===== config.mk =====
export PLATFORM = sky130hd
export DESIGN_NAME = param_wb_cache
export DESIGN_NICKNAME = d
export VERILOG_FILES = /design/src/rtl/param_wb_cache.sv
export SDC_FILE = /design/constraint.sdc
export NUM_CORES = 1
export LEC_CHECK = 0
export CAP_MARGIN = 20
export CORE_ASPECT_RATIO = 1.1
export CORE_MARGIN = 5
export CORE_UTILIZATION = 48
export DETAILED_ROUTE_END_ITERATION = 10
export GPL_TIMING_DRIVEN = 0
export MAX_ROUTING_LAYER = met4
export PLACE_DENSITY = 0.67
export SYNTH_ARGS = -nofsm -noshare
export SYNTH_HDL_FRONTEND = slang
export SYNTH_SLANG_ARGS = --single-unit

===== constraint.sdc =====
create_clock -name clk -period 7.9 [get_ports clk]
set_clock_uncertainty 0.2 [all_clocks]
set_input_delay 1.185 -clock clk [delete_from_list [all_inputs] [get_ports clk]]
set_output_delay 1.185 -clock clk [all_outputs]
set_load 0.1 [all_outputs]

===== src/rtl/param_wb_cache.sv =====
// param_wb_cache: set-associative (1 or 2 ways), write-back, write-allocate data
// cache between the EM stage and a line-wide RAM, with LRU replacement, flush
// and saturating hit/miss counters.
// Ports:
//   clk, rst_n                          clock, async active-low reset
//   cpu_req/cpu_we/cpu_addr/cpu_wdata   CPU access (held until cpu_ready)
//   cpu_rdata, cpu_ready                load data / access complete (combinational)
//   flush, flush_done                   flush request pulse / completion pulse
//   mem_req/mem_we/mem_addr/mem_wdata   registered line transaction to RAM
//   mem_rdata, mem_ready                refill line / transaction complete
//   hit_cnt, miss_cnt                   saturating statistics
module param_wb_cache #(
  parameter int unsigned DATA_W         = 10,
  parameter int unsigned ADDR_W         = 10,
  parameter int unsigned WORDS_PER_LINE = 2,
  parameter int unsigned SETS           = 4,
  parameter int unsigned WAYS           = 2,
  parameter int unsigned CNT_W          = 16
) (
  input  logic                             clk,
  input  logic                             rst_n,
  input  logic                             cpu_req,
  input  logic                             cpu_we,
  input  logic [ADDR_W-1:0]                cpu_addr,
  input  logic [DATA_W-1:0]                cpu_wdata,
  output logic [DATA_W-1:0]                cpu_rdata,
  output logic                             cpu_ready,
  input  logic                             flush,
  output logic                             flush_done,
  output logic                             mem_req,
  output logic                             mem_we,
  output logic [ADDR_W-1:0]                mem_addr,
  output logic [DATA_W*WORDS_PER_LINE-1:0] mem_wdata,
  input  logic [DATA_W*WORDS_PER_LINE-1:0] mem_rdata,
  input  logic                             mem_ready,
  output logic [CNT_W-1:0]                 hit_cnt,
  output logic [CNT_W-1:0]                 miss_cnt
);

  localparam int unsigned OFF_W  = $clog2(WORDS_PER_LINE);
  localparam int unsigned IDX_W  = $clog2(SETS);
  localparam int unsigned TAG_W  = ADDR_W - IDX_W - OFF_W;
  localparam int unsigned LINE_W = DATA_W * WORDS_PER_LINE;

  typedef enum logic [2:0] {
    S_IDLE, S_WRITEBACK, S_REFILL, S_FLUSH_SCAN, S_FLUSH_WB
  } state_t;

  // Storage: arrays always hold two ways; way 1 is simply unused when WAYS == 1.
  logic [LINE_W-1:0]     r_data [2][SETS];
  logic [TAG_W-1:0]      r_tag  [2][SETS];
  logic [1:0][SETS-1:0]  r_valid;
  logic [1:0][SETS-1:0]  r_dirty;
  logic [SETS-1:0]       r_lru;          // way to evict next

  state_t                r_state, w_state_nx;
  logic                  r_mem_req, w_mem_req_nx;
  logic                  r_mem_we, w_mem_we_nx;
  logic [ADDR_W-1:0]     r_mem_addr, w_mem_addr_nx;
  logic [LINE_W-1:0]     r_mem_wdata, w_mem_wdata_nx;
  logic                  r_victim, w_victim_nx;
  logic [IDX_W-1:0]      r_scan_set, w_scan_set_nx;
  logic                  r_scan_way, w_scan_way_nx;
  logic                  r_flush_done, w_flush_done_nx;
  logic                  r_refilled, w_refilled_nx;  // suppresses hit count on re-lookup
  logic                  r_flush_pend;
  logic [CNT_W-1:0]      r_hit_cnt, r_miss_cnt;

  logic [TAG_W-1:0]      w_tag;
  logic [IDX_W-1:0]      w_idx;
  logic [OFF_W-1:0]      w_off;
  logic [1:0]            w_match;
  logic                  w_hit, w_hit_way, w_victim, w_vic_dirty;
  logic [LINE_W-1:0]     w_hit_line;
  logic [DATA_W-1:0]     w_hit_word;
  logic                  w_scan_dirty, w_scan_last;
  logic                  w_cpu_ready, w_hit_inc, w_miss_inc, w_store_hit;
  logic                  w_refill_wr, w_flush_clr, w_lru_upd, w_flush_start;

  assign w_tag = cpu_addr[ADDR_W-1 -: TAG_W];
  assign w_idx = cpu_addr[OFF_W +: IDX_W];
  assign w_off = cpu_addr[OFF_W-1:0];

  // Tag lookup and word select
  assign w_match[0] = r_valid[0][w_idx] && (r_tag[0][w_idx] == w_tag);
  assign w_match[1] = (WAYS == 2) && r_valid[1][w_idx] && (r_tag[1][w_idx] == w_tag);
  assign w_hit      = |w_match;
  assign w_hit_way  = w_match[1];
  assign w_hit_line = r_data[w_hit_way][w_idx];
  assign w_hit_word = w_hit_line[32'(w_off)*DATA_W +: DATA_W];

  // Victim: first invalid way, else LRU way
  always_comb begin
    w_victim = 1'b0;
    if (WAYS == 2) begin
      if (!r_valid[0][w_idx])      w_victim = 1'b0;
      else if (!r_valid[1][w_idx]) w_victim = 1'b1;
      else                         w_victim = r_lru[w_idx];
    end
  end
  assign w_vic_dirty  = r_valid[w_victim][w_idx] && r_dirty[w_victim][w_idx];

  assign w_scan_dirty = r_valid[r_scan_way][r_scan_set] && r_dirty[r_scan_way][r_scan_set];
  assign w_scan_last  = (r_scan_set == IDX_W'(SETS-1)) && (r_scan_way == 1'(WAYS-1));

  // Next-state and control
  always_comb begin
    w_state_nx      = r_state;
    w_mem_req_nx    = r_mem_req;
    w_mem_we_nx     = r_mem_we;
    w_mem_addr_nx   = r_mem_addr;
    w_mem_wdata_nx  = r_mem_wdata;
    w_victim_nx     = r_victim;
    w_scan_set_nx   = r_scan_set;
    w_scan_way_nx   = r_scan_way;
    w_flush_done_nx = 1'b0;
    w_refilled_nx   = r_refilled;
    w_cpu_ready     = 1'b0;
    w_hit_inc       = 1'b0;
    w_miss_inc      = 1'b0;
    w_store_hit     = 1'b0;
    w_refill_wr     = 1'b0;
    w_flush_clr     = 1'b0;
    w_lru_upd       = 1'b0;
    w_flush_start   = 1'b0;
    case (r_state)
      S_IDLE: begin
        w_refilled_nx = 1'b0;
        if (cpu_req) begin
          if (w_hit) begin
            w_cpu_ready = 1'b1;
            w_lru_upd   = 1'b1;
            w_store_hit = cpu_we;
            w_hit_inc   = !r_refilled;
          end else begin
            w_miss_inc   = 1'b1;
            w_victim_nx  = w_victim;
            w_mem_req_nx = 1'b1;
            if (w_vic_dirty) begin
              w_state_nx     = S_WRITEBACK;
              w_mem_we_nx    = 1'b1;
              w_mem_addr_nx  = {r_tag[w_victim][w_idx], w_idx, OFF_W'(0)};
              w_mem_wdata_nx = r_data[w_victim][w_idx];
            end else begin
              w_state_nx    = S_REFILL;
              w_mem_we_nx   = 1'b0;
              w_mem_addr_nx = {w_tag, w_idx, OFF_W'(0)};
            end
          end
        end else begin
          w_cpu_ready = 1'b1;
          if (r_flush_pend) begin
            w_state_nx    = S_FLUSH_SCAN;
            w_scan_set_nx = '0;
            w_scan_way_nx = 1'b0;
            w_flush_start = 1'b1;
          end
        end
      end
      S_WRITEBACK: begin
        if (r_mem_req && mem_ready) begin
          w_mem_req_nx = 1'b0;
          w_state_nx   = S_REFILL;
        end
      end
      S_REFILL: begin
        // Entered idle after a writeback: raise the read one cycle later
        if (!r_mem_req) begin
          w_mem_req_nx  = 1'b1;
          w_mem_we_nx   = 1'b0;
          w_mem_addr_nx = {w_tag, w_idx, OFF_W'(0)};
        end else if (mem_ready) begin
          w_mem_req_nx  = 1'b0;
          w_refill_wr   = 1'b1;
          w_refilled_nx = 1'b1;
          w_state_nx    = S_IDLE;
        end
      end
      S_FLUSH_SCAN: begin
        if (w_scan_dirty) begin
          w_state_nx     = S_FLUSH_WB;
          w_mem_req_nx   = 1'b1;
          w_mem_we_nx    = 1'b1;
          w_mem_addr_nx  = {r_tag[r_scan_way][r_scan_set], r_scan_set, OFF_W'(0)};
          w_mem_wdata_nx = r_data[r_scan_way][r_scan_set];
        end else if (w_scan_last) begin
          w_flush_done_nx = 1'b1;
          w_state_nx      = S_IDLE;
        end else if (r_scan_way == 1'(WAYS-1)) begin
          w_scan_way_nx = 1'b0;
          w_scan_set_nx = r_scan_set + IDX_W'(1);
        end else begin
          w_scan_way_nx = 1'b1;
        end
      end
      S_FLUSH_WB: begin
        // Return to the same scan slot; its dirty bit is clear so the scan moves on
        if (r_mem_req && mem_ready) begin
          w_mem_req_nx = 1'b0;
          w_flush_clr  = 1'b1;
          w_state_nx   = S_FLUSH_SCAN;
        end
      end
      default: w_state_nx = S_IDLE;
    endcase
  end

  // Control and status registers
  always_ff @(posedge clk or negedge rst_n) begin
    if (!rst_n) begin
      r_state      <= S_IDLE;
      r_mem_req    <= 1'b0;
      r_mem_we     <= 1'b0;
      r_mem_addr   <= '0;
      r_mem_wdata  <= '0;
      r_victim     <= 1'b0;
      r_scan_set   <= '0;
      r_scan_way   <= 1'b0;
      r_flush_done <= 1'b0;
      r_refilled   <= 1'b0;
      r_flush_pend <= 1'b0;
      r_hit_cnt    <= '0;
      r_miss_cnt   <= '0;
      r_valid      <= '0;
      r_dirty      <= '0;
      r_lru        <= '0;
    end else begin
      r_state      <= w_state_nx;
      r_mem_req    <= w_mem_req_nx;
      r_mem_we     <= w_mem_we_nx;
      r_mem_addr   <= w_mem_addr_nx;
      r_mem_wdata  <= w_mem_wdata_nx;
      r_victim     <= w_victim_nx;
      r_scan_set   <= w_scan_set_nx;
      r_scan_way   <= w_scan_way_nx;
      r_flush_done <= w_flush_done_nx;
      r_refilled   <= w_refilled_nx;
      if (flush)              r_flush_pend <= 1'b1;
      else if (w_flush_start) r_flush_pend <= 1'b0;
      if (w_hit_inc && (r_hit_cnt != {CNT_W{1'b1}}))   r_hit_cnt  <= r_hit_cnt + CNT_W'(1);
      if (w_miss_inc && (r_miss_cnt != {CNT_W{1'b1}})) r_miss_cnt <= r_miss_cnt + CNT_W'(1);
      if (w_store_hit) r_dirty[w_hit_way][w_idx] <= 1'b1;
      if (w_lru_upd)   r_lru[w_idx] <= ~w_hit_way;
      if (w_refill_wr) begin
        r_valid[r_victim][w_idx] <= 1'b1;
        r_dirty[r_victim][w_idx] <= 1'b0;
      end
      if (w_flush_clr) r_dirty[r_scan_way][r_scan_set] <= 1'b0;
    end
  end

  // Data and tag arrays (not reset)
  always_ff @(posedge clk) begin
    if (w_store_hit) r_data[w_hit_way][w_idx][32'(w_off)*DATA_W +: DATA_W] <= cpu_wdata;
    if (w_refill_wr) begin
      r_data[r_victim][w_idx] <= mem_rdata;
      r_tag[r_victim][w_idx]  <= w_tag;
    end
  end

  assign cpu_ready  = w_cpu_ready;
  assign cpu_rdata  = (cpu_req && w_cpu_ready && !cpu_we) ? w_hit_word : '0;
  assign flush_done = r_flush_done;
  assign mem_req    = r_mem_req;
  assign mem_we     = r_mem_we;
  assign mem_addr   = r_mem_addr;
  assign mem_wdata  = r_mem_wdata;
  assign hit_cnt    = r_hit_cnt;
  assign miss_cnt   = r_miss_cnt;

endmodule


==> metrics <==
status=finished, final reports clean; critical path's top delay family=buffers and inverters; setup tns final=0 ps; CP required=between 6000 and 7000 ps; post_cts resized=0; antenna violations before repair=1; Area contributors post-synth=edfxtp_1 39%, dfrtp_1 14%, mux4_2 11%, nand2_1 4.8%, mux2_2 4.6%; Yosys Warn Count=0; Slew headroom=approximately 17%; f_max=between 100 and 150 MHz; total via count in the routed design=about 13000; CORE AREA=between 30000 and 40000 um2; Core Rows=71; worst setup path class=primary input to primary output; clock buffer depth=3; Post-DP HPWL=39.3 mm; sequential area share after synthesis=53.5%; DRC=0; most frequent cells after synthesis=216 x edfxtp_1, 209 x nand2_1, 93 x dfrtp_1; Avg Inst Size Synth=~12 um2; multiplexer area fraction after synthesis=between 10% and 20%; EDFF count, synth=216; Vias/cell=between 6 and 7; clk slew on worst S/H paths=50 ps; fin crit period=~7500 ps; CTS Hold Buffers Added=0; GR Util met1=between 30% and 40%; fin cells=2022; main combinational cell family by area after synthesis=multiplexers; die height=just over 200 um; Post-Synth Simple-Gate Area=between 10% and 20%; Hold WC Path Type=flip-flop to flip-flop; GRT Overall Usage=between 20 and 30%; endpoint class of the critical path=primary output; Main synth FF type=edfxtp_1; vias in the first global route=between 10000 and 15000; routed len/inst=27.9 um; Final Routed Wirelength=approximately 56 mm; die width=roughly 190 um; VDD IR max=between 0.15 and 0.2 mV; Gate Count Post-Synth=about 1400; xor and xnor area share after synthesis=under 10%; Synthesized Nets=between 1000 and 1500; Synth top area share=39.4%; CTS root buffer=clkbuf_16; CTS tree=yes; library cells used by synthesis=52; period utilization=about 95%; Pwr Density=roughly 340 nW/um2; CP Launch Type=primary input; final global-route overflow total=0; largest net degree at the start of global routing=56; NumNets Final=between 1500 and 2000; fillers=approximately 2800; DRT antenna net count=0; setup violators final=0; Starting Density=about half; Final Hold Viols=0; CP arrival=6120 ps; area grow syn2layout=19.2%; crit-path max cell delay=a little over 1000 ps; DRT Pass-1 Iters=6; Crit Path Max Fanout=10; Placer Congestion=slightly below 1; Post-Synth Adder-Cell Area=less than 1%; Cells after DPL=1953; RSZ-0062 raised after global routing=false; Max Cap Viol=0; busiest grt layer=met2; worst-path cell chain=clkdlybuf4s50_1 -> buf_1 -> mux4_2 -> xnor2_1 -> nand4_1 -> nor2_1 -> buf_2 -> buf_2 -> nor3_1 -> o22ai_1 -> a21oi_1 -> clkdlybuf4s50_1; FFs w/ async S/R, synth=about 30%; worst skew pair latency=between 500 and 600 ps; DRT iter0 DRCs=between 1500 and 2000; measured slew at the worst slew-check pin=1240 ps; met2 usage=48.4%; multi-input logic area=7170 um2; Slew Limit Fails=0; CTS Sinks=309; Leakage=~0.0070 uW; GR Util met3=under 10%; full die area=38100 um2; Compound-Gate Fraction of Synth Area=10.5%; most common cell in the synthesized netlist=edfxtp_1; Max H-tree Level=2; WP buf/inv=5; Reg area=8810 um2; Cell Area, Synth=between 15000 and 20000 um2; slowest CP cell=clkdlybuf4s50_1; total CTS buffers=34; Setup Fix Bufs, Post-CTS=0; Synth area leader=edfxtp_1; share of layout cells above drive strength 1=between 10% and 20%; #FFs+latches synth=309; I/O Pins=approximately 120; port bufs=around 120; first-pass GRT wire length=approximately 83 mm
worst register-to-register path, cell delays in order, from the launching register on:
cell and delay [ps]:
edfxtp_1 400, mux4_2 520, xnor2_1 200, nand4_1 190, nor2_1 360, buf_2 420
clkbuf_1 530, a32oi_1 380, nor2_1 680, buf_6 240
cell usage in the layout (no fill, tap or decap), types with 7 or more instances in the layout:
| master | n |
|---|---|
| edfxtp_1 | 216 |
| nand2_1 | 209 |
| clkdlybuf4s50_1 | 117 |
| dfrtp_1 | 93 |
| o21ai_0 | 81 |
| mux4_2 | 79 |
| clkbuf_1 | 76 |
| mux2_2 | 68 |
| o22ai_1 | 66 |
| a21oi_1 | 59 |
| nor2_1 | 53 |
| mux2i_1 | 52 |
| nand3_1 | 43 |
| nor3_1 | 42 |
| clkbuf_16 | 37 |
| xnor2_1 | 33 |
| buf_1 | 25 |
| o41ai_1 | 21 |
| nand2b_1 | 15 |
| buf_2 | 13 |
| nand4_1 | 12 |
| or2_2 | 12 |
| buf_4 | 11 |
| inv_1 | 11 |
| and3_1 | 11 |
| xor2_1 | 11 |
| buf_6 | 9 |
| o211ai_1 | 9 |
| and2_1 | 9 |
| a31o_2 | 9 |
| a311o_1 | 7 |
cell families (layout without fill, tap and decap cells):
logic type / Yosys count / in the layout
simple gates: 422 / 422
flops: 309 / 309
compound gates: 278 / 278
mux: 200 / 200
buf+inv: 122 / 323
xor+xnor: 44 / 44
fa+ha+maj: 6 / 6
other cells: 1 / 2
area by class of cell:
class	count	area share, %
antenna	1	0.0127
timing repair buffer	140	7.17
clock buffer	45	4.97
clock inverter	16	1.16
sequential	309	44.9
multi-input combinational	951	36.5
inverter	11	0.210
tap	438	2.79
buffer	111	2.33
state kept, by name (all words and copies together) (netlist names), 8 cells and up:
signal and flops:
r_tag 56, mem_addr 9, hit_cnt 16, miss_cnt 16, mem_wdata 20, r_dirty 8
r_data 160, r_valid 8
routing by layer:
metal  share of wire [%]  wire length (um)  vias to the layer above
met2                  48             27100                      865
li1                    -                 -                     5620
met1                  38             21100                     6587
met4                 4.7              2670                        0
met5                   0                 0                        -
met3                 9.6              5410                      198
worst paths after layout:
kind,to,cells past startpoint,slack [ps],startpoint
worst min-delay path,hit_cnt[8],1,290,hit_cnt[8]
worst min register to register,hit_cnt[8],1,290,hit_cnt[8]
max in group asynchronous,mem_wdata[3],2,6370,rst_n
worst max register to register,r_data[1][53],9,3510,r_tag[1][13]
worst max-delay path,cpu_rdata[4],12,400,cpu_addr[2]
min in group asynchronous,hit_cnt[8],1,460,rst_n
through the flow:
stage	total power [uW]	hold WS, ps	util, %	worst slack [ps]	instance area (um2)
2_1_floorplan	4040	248	-	1900	16500
3_3_place_gp	4890	277	53.5	670	18200
3_5_place_dp	4940	278	54.0	603	18400
4_1_cts	6640	290	57.5	573	19600
5_1_grt	6910	313	57.7	339	19600
6_report	6680	286	57.7	396	19600
report_power, final:
| group | internal (uW) | total [uW] | switching (uW) |
|---|---|---|---|
| clock network | 1060 | 1710 | 643 |
| registers | 1980 | 2110 | 129 |
| logic | 881 | 2870 | 1990 |
Power figures use the tool's default switching activity.
